<file path="src/rtl/uart_word_assembler_pkg.sv">
// Shared types and widths for the UART byte-to-word assembler.
package uart_word_assembler_pkg;

    localparam int WORD_W = 32;
    localparam int BYTE_W = 8;

    typedef enum logic [1:0] {
        ST_IDLE    = 2'd0,
        ST_COLLECT = 2'd1,
        ST_PRESENT = 2'd2
    } state_e;

endpackage

</file>
<file path="src/rtl/uart_word_assembler_timeout_counter.sv">
// Inter-byte idle counter: counts cycles while enabled without a clear and
// flags when the idle limit is reached. A limit of 0 never expires.
module uart_word_assembler_timeout_counter #(
    parameter int TIMEOUT_CYCLES = 10000,
    parameter int CNT_W          = 16
) (
    input  logic clk,
    input  logic reset,
    input  logic enable,
    input  logic clear,
    output logic expired
);

    localparam logic [CNT_W-1:0] LIMIT = CNT_W'(TIMEOUT_CYCLES);

    logic [CNT_W-1:0] cnt_q, cnt_d;

    always_comb begin
        cnt_d = cnt_q;
        if (!enable || clear)
            cnt_d = '0;
        else if (cnt_q != LIMIT)
            cnt_d = cnt_q + 1'b1;
    end

    always_ff @(posedge clk) begin
        if (reset) cnt_q <= '0;
        else       cnt_q <= cnt_d;
    end

    assign expired = (TIMEOUT_CYCLES != 0) && (cnt_q == LIMIT);

endmodule

</file>
<file path="src/rtl/uart_word_assembler.sv">
// Packs a UART byte stream (LSB first) into 32-bit words with a valid/ready
// output and an inter-byte timeout that discards stale partial words.
module uart_word_assembler
    import uart_word_assembler_pkg::*;
#(
    parameter int BYTES_PER_WORD = 4,
    parameter int TIMEOUT_CYCLES = 10000,
    parameter int CNT_W          = 16
) (
    input  logic              clk,
    input  logic              reset,
    input  logic [BYTE_W-1:0] byte_in,
    input  logic              byte_valid,
    output logic              byte_ready,
    output logic [WORD_W-1:0] word_out,
    output logic              word_valid,
    input  logic              word_ready,
    output logic [2:0]        byte_count,
    output logic              timeout_err
);

    localparam logic [2:0] LAST_SLOT = 3'(BYTES_PER_WORD - 1);

    state_e            state_q, state_d;
    logic [WORD_W-1:0] asm_q, asm_d, asm_tmp;
    logic [WORD_W-1:0] word_out_q, word_out_d;
    logic [2:0]        byte_count_q, byte_count_d;
    logic              timeout_err_q, timeout_err_d;
    logic [4:0]        bit_lo;
    logic              byte_xfer, word_xfer, expired;

    assign byte_xfer = byte_valid & byte_ready;
    assign word_xfer = word_valid & word_ready;

    uart_word_assembler_timeout_counter #(
        .TIMEOUT_CYCLES(TIMEOUT_CYCLES),
        .CNT_W         (CNT_W)
    ) u_timeout_counter (
        .clk    (clk),
        .reset  (reset),
        .enable (state_q == ST_COLLECT),
        .clear  (byte_xfer),
        .expired(expired)
    );

    always_ff @(posedge clk) begin
        if (reset) state_q <= ST_IDLE;
        else       state_q <= state_d;
    end

    always_comb begin
        state_d = state_q;
        case (state_q)
            ST_IDLE:    if (byte_xfer) state_d = ST_COLLECT;
            ST_COLLECT: begin
                if (byte_xfer && byte_count_q == LAST_SLOT) state_d = ST_PRESENT;
                else if (!byte_xfer && expired)             state_d = ST_IDLE;
            end
            ST_PRESENT: if (word_xfer) state_d = ST_IDLE;
            default:    state_d = ST_IDLE;
        endcase
    end

    // byte_ready is gated by reset so nothing looks acceptable while reset is held.
    always_comb begin
        byte_ready = !reset && (state_q != ST_PRESENT);
        word_valid = (state_q == ST_PRESENT);
    end

    always_comb begin
        asm_d         = asm_q;
        word_out_d    = word_out_q;
        byte_count_d  = byte_count_q;
        timeout_err_d = 1'b0;
        bit_lo        = {byte_count_q[1:0], 3'b000};
        asm_tmp       = asm_q;
        asm_tmp[bit_lo +: BYTE_W] = byte_in;
        case (state_q)
            ST_IDLE: begin
                if (byte_xfer) begin
                    asm_d        = {{(WORD_W-BYTE_W){1'b0}}, byte_in};
                    byte_count_d = 3'd1;
                end
            end
            ST_COLLECT: begin
                if (byte_xfer) begin
                    if (byte_count_q == LAST_SLOT) begin
                        word_out_d   = asm_tmp;
                        asm_d        = '0;
                        byte_count_d = 3'(BYTES_PER_WORD);
                    end else begin
                        asm_d        = asm_tmp;
                        byte_count_d = byte_count_q + 3'd1;
                    end
                end else if (expired) begin
                    asm_d         = '0;
                    byte_count_d  = '0;
                    timeout_err_d = 1'b1;
                end
            end
            ST_PRESENT: if (word_xfer) byte_count_d = '0;
            default: ;
        endcase
    end

    always_ff @(posedge clk) begin
        if (reset) begin
            asm_q         <= '0;
            word_out_q    <= '0;
            byte_count_q  <= '0;
            timeout_err_q <= 1'b0;
        end else begin
            asm_q         <= asm_d;
            word_out_q    <= word_out_d;
            byte_count_q  <= byte_count_d;
            timeout_err_q <= timeout_err_d;
        end
    end

    assign word_out    = word_out_q;
    assign byte_count  = byte_count_q;
    assign timeout_err = timeout_err_q;

endmodule
</file>
<file path="config.mk">
export PLATFORM = sky130hd
export DESIGN_NAME = uart_word_assembler
export DESIGN_NICKNAME = d
export VERILOG_FILES = /design/src/rtl/uart_word_assembler_pkg.sv /design/src/rtl/uart_word_assembler_timeout_counter.sv /design/src/rtl/uart_word_assembler.sv
export SDC_FILE = /design/constraint.sdc
export NUM_CORES = 1
export LEC_CHECK = 0
export ABC_AREA = 0
export CORE_MARGIN = 2
export CORE_UTILIZATION = 35
export CTS_BUF_LIST = sky130_fd_sc_hd__clkbuf_4 sky130_fd_sc_hd__clkbuf_8
export CTS_CLUSTER_SIZE = 8
export DETAILED_ROUTE_END_ITERATION = 10
export SLEW_MARGIN = 20
export SYNTH_ARGS = -nofsm -noshare
export SYNTH_HDL_FRONTEND = slang
export SYNTH_HIERARCHICAL = 1
export SYNTH_SLANG_ARGS = --single-unit
</file>
<file path="constraint.sdc">
create_clock -name clk -period 5.5 [get_ports clk]
set_input_delay 0.55 -clock clk [delete_from_list [all_inputs] [get_ports clk]]
set_output_delay 0.55 -clock clk [all_outputs]
set_load 0.05 [all_outputs]
</file>
==> qor.csv, run 1 <==
stage,metric,value,unit
run_status,status,completed,
critical_path,crit path max fanout,51,
critical_path,CP arrival,2.11,ns
logic_synthesis,Synth cell types,46,
pwr,switching share of power,0.329,
clock_network,root buf cell,clkbuf_8,
timing,Rel. slew slack,0.360,
worst_hold_path,Hold Path Stages,2,
pwr,Reg power frac,0.487,
final_layout,synthesis-to-layout area growth,21.0,%
routing,number of routed nets with antenna violations,0,
clock_network,htree depth,3,
clock_network,# clock sinks,86,
floorplanning,die width,108,um
pwr,power share of the clock group,0.324,
placement,# port buffers,49,
floorplanning,I/O pin cnt,50,
floorplanning,Starting Density,0.363,
timing,Final Hold Vio Count,0,
routing,First-pass DRT Iterations,4,
pwr,Internal Power,908,uW
critical_path,crit-path max cell delay,0.74,ns
pwr,P_sw,446,uW
logic_synthesis,Mean Syn Cell Area,9.25,sq um
logic_synthesis,Main synth FF type,dfxtp_1,
logic_synthesis,Synth Register Bits,86,
critical_path,"Cell Chain, Critical Path",buf_2 > nor2_1 > clkdlybuf4s50_1,
global_routing,antenna violations before repair,0,
timing,Worst-Margin Slew,0.959,ns
routing,DR vias,3122,
global_routing,vias in the first global route,2923,
routing,wire length per cell,14.7,um
global_routing,pin count of the biggest net entering global routing,57,
critical_path,worst r2r dst,byte_count[1]$_SDFFE_PP0P_,
pwr,peak supply drop,110,uV
final_layout,layout cells sized above 1,0.0700,
placement,routability cong.,0.780,
floorplanning,Cell Rows,37,
clock_network,cts hold-fix bufs,0,
placement,DPL Wire Length,6040,um
final_layout,fill count,1023,
pwr,Design Power,1350,uW
worst_hold_path,Hold Path Class,register to register,
final_layout,"Net count, final",477,
critical_path,CP endpoint kind,output pin,
pwr,leakage power,0.00148,uW
clock_network,postcts setup bufs,0,
clock_network,Worst-Skew Late Latency,0.37,ns
global_routing,Total GRT Usage,0.160,
worst_hold_path,HP Start,word_out[0]$_SDFFE_PP0P_,
floorplanning,die area,0.0117,sq mm
logic_synthesis,Mapped Area,0.00378,sq mm
clock_network,clk slew on worst S/H paths,0.10,ns
job,MaxCap Viol Count,0,
timing,Max Clk Rate,0.376,GHz
final_layout,most frequent cells in the layout,"86 x dfxtp_1, 48 x clkdlybuf4s50_1, 38 x nor2_1, 35 x a21oi_1, 29 x nand2_1",
critical_path,r2r startpoint,state_q[0]$_SDFFE_PP0P_,
timing,clk_skew,0.0231,ns
critical_path,CP Launch Type,primary input,
timing,setup violators final,0,
routing,Detailed Route WL,8730,um
pwr,Gate power share,0.189,
clock_network,post-cts repair resize count,0,
logic_synthesis,Syn Nets,434,
logic_synthesis,sequential fraction of the synthesis area,0.455,
worst_hold_path,"Endpoint, Worst Hold",word_out[0]$_SDFFE_PP0P_,
logic_synthesis,number of synthesized flops with an enable pin,0,
timing,final worst setup slack,2.84,ns
critical_path,worst endpoint required time,4.95,ns
pwr,PD cells,296,mW/mm^2
placement,Post-Place Setup Slack,2.56,ns
global_routing,first-pass GRT wire length,14800,um
timing,Final period util,0.484,
routing,DRC viols,0,
timing,fin crit period,2.66,ns
final_layout,n_diodes,0,
timing,post-route setup TNS,0,ns
global_routing,"Remaining Overflow, GRT",0,
floorplanning,Die H,108,um
logic_synthesis,ys async rst share,0,
critical_path,reg2reg setup slack,2.84,ns
final_layout,"most common cell after layout, fill and taps aside",dfxtp_1,
clock_network,CTS Buf Count,9,
clock_network,CTS max path bufs,2,
critical_path,Worst Reg-to-Reg Cells,6,
logic_synthesis,synthesized instance count,409,
routing,drt via density,5.26,
routing,1st-iter DRT viols,139,
clock_network,CTS tree,done,
timing,RSZ-0062 raised after global routing,no,
timing,fin. max-slew vios,0,
critical_path,Crit-path slowest cell,clkdlybuf4s50_1,
floorplanning,core box area,0.0104,sq mm
logic_synthesis,number of synthesis warnings,6,
critical_path,critical path class,primary input to output pin,
-- cell families after synthesis --
logic type	share of synthesized area
XOR/XNOR	0.00463
flip-flops	0.455
adder cells (fa/ha/maj)	0.0430
buffers and inverters	0.0377
AND/OR/NAND/NOR	0.212
AO/OA/AOI/OAI	0.232
multiplexers	0.0159
-- flip-flops by register name (all words and copies together) (netlist names) --
register                 count
timeout_err                  1
state_q                      2
u_timeout_counter/cnt_q     16
asm_q                       32
word_out                    32
byte_count                   3
-- how the worst max path moves through the flow --
stage                                     from                         end  cells after the start
global placement                         reset  byte_count[1]$_SDFFE_PP0P_                      5
detailed placement                       reset  byte_count[1]$_SDFFE_PP0P_                      5
global route           state_q[0]$_SDFFE_PP0P_  byte_count[1]$_SDFFE_PP0P_                      6
floorplan           byte_count[0]$_SDFFE_PP0P_   word_out[25]$_SDFFE_PP0P_                      5
finish                                   reset                  byte_ready                      3
CTS                    state_q[0]$_SDFFE_PP0P_                  byte_ready                      4
-- cell type report --
| class | instances | area, sq um | share of cell area |
|---|---|---|---|
| tap | 136 | 170 | 0.0372 |
| sequential | 86 | 1720 | 0.376 |
| inverter | 13 | 48.8 | 0.0107 |
| multi-input combinational | 289 | 1920 | 0.420 |
| timing repair buffer | 53 | 515 | 0.113 |
| clock buffer | 9 | 124 | 0.0271 |
| clock inverter | 7 | 76.3 | 0.0167 |
-- stage by stage --
stage / area, sq um / hold WS, ns / instances / util
2_1_floorplan: 3780 / 0.425 / 409 / -
3_3_place_gp: 4380 / 0.436 / 577 / 0.420
3_5_place_dp: 4380 / 0.439 / 577 / 0.420
4_1_cts: 4580 / 0.459 / 593 / 0.439
5_1_grt: 4580 / 0.477 / 593 / 0.439
6_report: 4580 / 0.457 / 593 / 0.439
-- cell usage after synthesis (2+ instances only) --
master	count	share of area
or3_1	5	0.0083
or3b_1	2	0.0046
or4_1	5	0.0099
buf_2	9	0.012
o2bb2ai_1	24	0.056
clkinv_1	2	0.0020
nand4_1	4	0.0066
nand2b_1	5	0.0083
nor2_1	38	0.038
a21oi_1	35	0.046
o21a_1	3	0.0060
nand3_1	9	0.012
nor4_1	4	0.0066
mux2i_1	6	0.016
o21ai_0	6	0.0079
nor3b_2	2	0.0066
a211oi_1	25	0.050
a22oi_1	8	0.016
a221oi_1	8	0.019
dfxtp_1	86	0.46
nor3_1	11	0.015
inv_1	11	0.011
clkbuf_1	10	0.0099
nor2b_1	10	0.017
ha_1	13	0.043
o31ai_1	5	0.0099
a22o_1	8	0.019
and2b_1	8	0.016
xor2_1	2	0.0046
nand2_1	29	0.029
-- power groups by stage --
stage	combinational (uW)	sequential (uW)	clock, uW
global placement	249	672	0
detailed placement	254	674	0
CTS	255	660	456
finish	256	659	439
global route	287	662	483
floorplan	177	678	0
-- layer usage --
| metal | vias to the layer above | track usage | part of all wire |
|---|---|---|---|
| met4 | 0 | 0.0440 | 0.0062 |
| met1 | 1457 | 0.223 | 0.48 |
| met2 | 55 | 0.247 | 0.47 |
| li1 | 1605 | - | - |
| met3 | 5 | 0.0404 | 0.044 |
| met5 | - | 0 | 0 |
-- worst max-delay path: cells and delay by family --
| family | cells | cell delay, ns |
|---|---|---|
| and+or+nand+nor | 1 | 0.11 |
| buffers and inverters | 2 | 1.45 |
Power figures use the tool's default switching activity.
==> run 2: changes to the inputs <==
- clock period: 5.5 -> 2.6 ns (I/O delays scaled with it)
==> qor.csv, run 2 (synthesis gave the netlist of run 1 again) <==
stage,metric,value,unit,change
run_status,status,completed,,unchanged
critical_path,CP endpoint kind,output pin,,unchanged
floorplanning,core box area,0.0104,sq mm,unchanged
critical_path,CP Launch Type,register,,was primary input
critical_path,Crit-path slowest cell,clkdlybuf4s50_1,,unchanged
critical_path,CP arrival,2.10,ns,was 2.11 ns
timing,clk_skew,0.0230,ns,was 0.0231 ns
routing,1st-iter DRT viols,158,,was 139
final_layout,n_diodes,0,,unchanged
timing,RSZ-0062 raised after global routing,no,,unchanged
worst_hold_path,"Endpoint, Worst Hold",timeout_err$_SDFF_PP0_,,was word_out[0]$_SDFFE_PP0P_
routing,DRC viols,0,,unchanged
global_routing,first-pass GRT wire length,15400,um,"was 14,800 um"
final_layout,fill count,1032,,"was 1,023"
critical_path,crit path max fanout,5,,was 51
floorplanning,Die H,108,um,unchanged
timing,Worst-Margin Slew,0.655,ns,was 0.959 ns
floorplanning,Starting Density,0.363,,unchanged
pwr,PD cells,625,mW/mm^2,was 296 mW/mm^2
worst_hold_path,HP Start,reset,,was word_out[0]$_SDFFE_PP0P_
floorplanning,Cell Rows,37,,unchanged
timing,setup violators final,0,,unchanged
final_layout,most frequent cells in the layout,"86 x dfxtp_1, 48 x clkdlybuf4s50_1, 38 x nor2_1, 35 x a21oi_1, 29 x nand2_1",,unchanged
clock_network,Worst-Skew Late Latency,0.37,ns,about the same
pwr,leakage power,0.00153,uW,was 0.00148 uW
critical_path,crit-path max cell delay,0.80,ns,was 0.74 ns
critical_path,Critical path buffers and inverters,2,,unchanged
global_routing,"Remaining Overflow, GRT",0,,unchanged
clock_network,htree depth,3,,unchanged
critical_path,worst endpoint required time,2.34,ns,was 4.95 ns
critical_path,"Cell Chain, Critical Path",inv_1 > ha_1 > nor2_1 > clkdlybuf4s50_1,,was buf_2 > nor2_1 > clkdlybuf4s50_1
clock_network,CTS tree,done,,unchanged
timing,Final period util,0.907,,
timing,Rel. slew slack,0.564,,was 0.360
critical_path,Worst Reg-to-Reg Cells,8,,was 6
routing,Detailed Route WL,9010,um,was 8730 um
clock_network,postcts setup bufs,0,,unchanged
worst_hold_path,Hold Path Stages,3,,was 2
final_layout,"Net count, final",486,,was 477
routing,First-pass DRT Iterations,4,,unchanged
routing,drt via density,5.31,,was 5.26
clock_network,cts hold-fix bufs,0,,unchanged
global_routing,pin count of the biggest net entering global routing,49,,was 57
timing,Max Clk Rate,0.424,GHz,
routing,DR vias,3199,,"was 3,122"
floorplanning,die area,0.0117,sq mm,unchanged
routing,number of routed nets with antenna violations,0,,unchanged
floorplanning,I/O pin cnt,50,,unchanged
floorplanning,die width,108,um,unchanged
clock_network,root buf cell,clkbuf_8,,unchanged
clock_network,# clock sinks,86,,unchanged
critical_path,CP top delay family,buffers and inverters,,unchanged
clock_network,clk slew on worst S/H paths,0.10,ns,about the same
pwr,peak supply drop,238,uV,was 110 uV
final_layout,"most common cell after layout, fill and taps aside",dfxtp_1,,unchanged
placement,routability cong.,0.757,,was 0.780
worst_hold_path,Hold Path Class,primary input to register,,was register to register
placement,# port buffers,49,,unchanged
critical_path,critical path class,register to output pin,,was primary input to output pin
timing,fin crit period,2.36,ns,
final_layout,layout cells sized above 1,0.0880,,was 0.0700
timing,Final Hold Vio Count,0,,unchanged
job,MaxCap Viol Count,0,,unchanged
placement,DPL Wire Length,6290,um,was 6040 um
timing,post-route setup TNS,0,ns,unchanged
clock_network,CTS max path bufs,2,,unchanged
final_layout,fin util,0.446,,was 0.439
timing,fin. max-slew vios,0,,unchanged
timing,hold_ws,0.358,ns,was 0.457 ns
global_routing,Total GRT Usage,0.166,,was 0.160
critical_path,worst r2r dst,byte_count[1]$_SDFFE_PP0P_,,unchanged
clock_network,post-cts repair resize count,0,,unchanged
global_routing,vias in the first global route,3037,,"was 2,923"
clock_network,CTS Buf Count,9,,unchanged
final_layout,synthesis-to-layout area growth,22.7,%,was 21.0%
critical_path,reg2reg setup slack,0.32,ns,was 2.84 ns
routing,wire length per cell,15.0,um,was 14.7 um
global_routing,antenna violations before repair,0,,unchanged
critical_path,r2r startpoint,u_timeout_counter/cnt_q[0]$_SDFFE_PP0P_,,was state_q[0]$_SDFFE_PP0P_
==> run 2: cell types whose count changed in the layout (fill, tap and decap cells not counted) <==
cell	previous run	this run
buf_4	4	13
clkinvlp_4	0	1
inv_6	1	0
==> run 2: worst reg2reg max path: cells and delay by family (launching register included) <==
kind | cells | cell delay [ns]
buf+inv | 1 | 0.10
flops | 1 | 0.38
compound gates | 2 | 0.29
simple gates | 4 | 1.32
fa+ha+maj | 1 | 0.14
==> run 2: final cells by class <==
cell class                 instances  area (sq um)  area share
clock buffer                       9           124      0.0267
clock inverter                     7          75.1      0.0162
inverter                          13          48.8      0.0105
multi-input combinational        289          1920       0.414
sequential                        86          1720       0.371
tap                              136           170      0.0366
timing repair buffer              62           583       0.126
==> run 2: metal layers <==
metal | GRT usage | share of wire | up-vias | wire [um]
met5 | 0 | 0 | - | 0
met4 | 0.0522 | 0.010 | 0 | 91
met3 | 0.0338 | 0.053 | 9 | 482
met2 | 0.257 | 0.48 | 64 | 4290
met1 | 0.234 | 0.46 | 1511 | 4150
li1 | - | - | 1615 | -
==> run 2: how the worst max path moves through the flow <==
stage | end | cells after the start | startpoint
4_1_cts | byte_ready | 4 | state_q[0]$_SDFFE_PP0P_
3_3_place_gp | byte_count[1]$_SDFFE_PP0P_ | 8 | u_timeout_counter/cnt_q[0]$_SDFFE_PP0P_
5_1_grt | word_out[9]$_SDFFE_PP0P_ | 6 | byte_count[1]$_SDFFE_PP0P_
2_1_floorplan | word_out[25]$_SDFFE_PP0P_ | 5 | byte_count[0]$_SDFFE_PP0P_
6_report | byte_ready | 4 | state_q[0]$_SDFFE_PP0P_
3_5_place_dp | byte_count[1]$_SDFFE_PP0P_ | 8 | u_timeout_counter/cnt_q[0]$_SDFFE_PP0P_
==> run 2: metrics by stage <==
| step | cell area (sq um) | power (uW) | instances | setup slack (ns) |
|---|---|---|---|---|
| global placement | 4440 | 1970 | 586 | 0.412 |
| floorplan | 3780 | 1810 | 409 | 0.0347 |
| global route | 4640 | 3060 | 602 | 0.102 |
| CTS | 4640 | 2920 | 602 | 0.210 |
| detailed placement | 4440 | 1990 | 586 | 0.338 |
| finish | 4640 | 2900 | 602 | 0.243 |
==> run 2: where the power goes <==
part,internal (uW),switching [uW]
Sequential,1350,29.2
Clock,379,565
Combinational,202,372
Total,1930,967
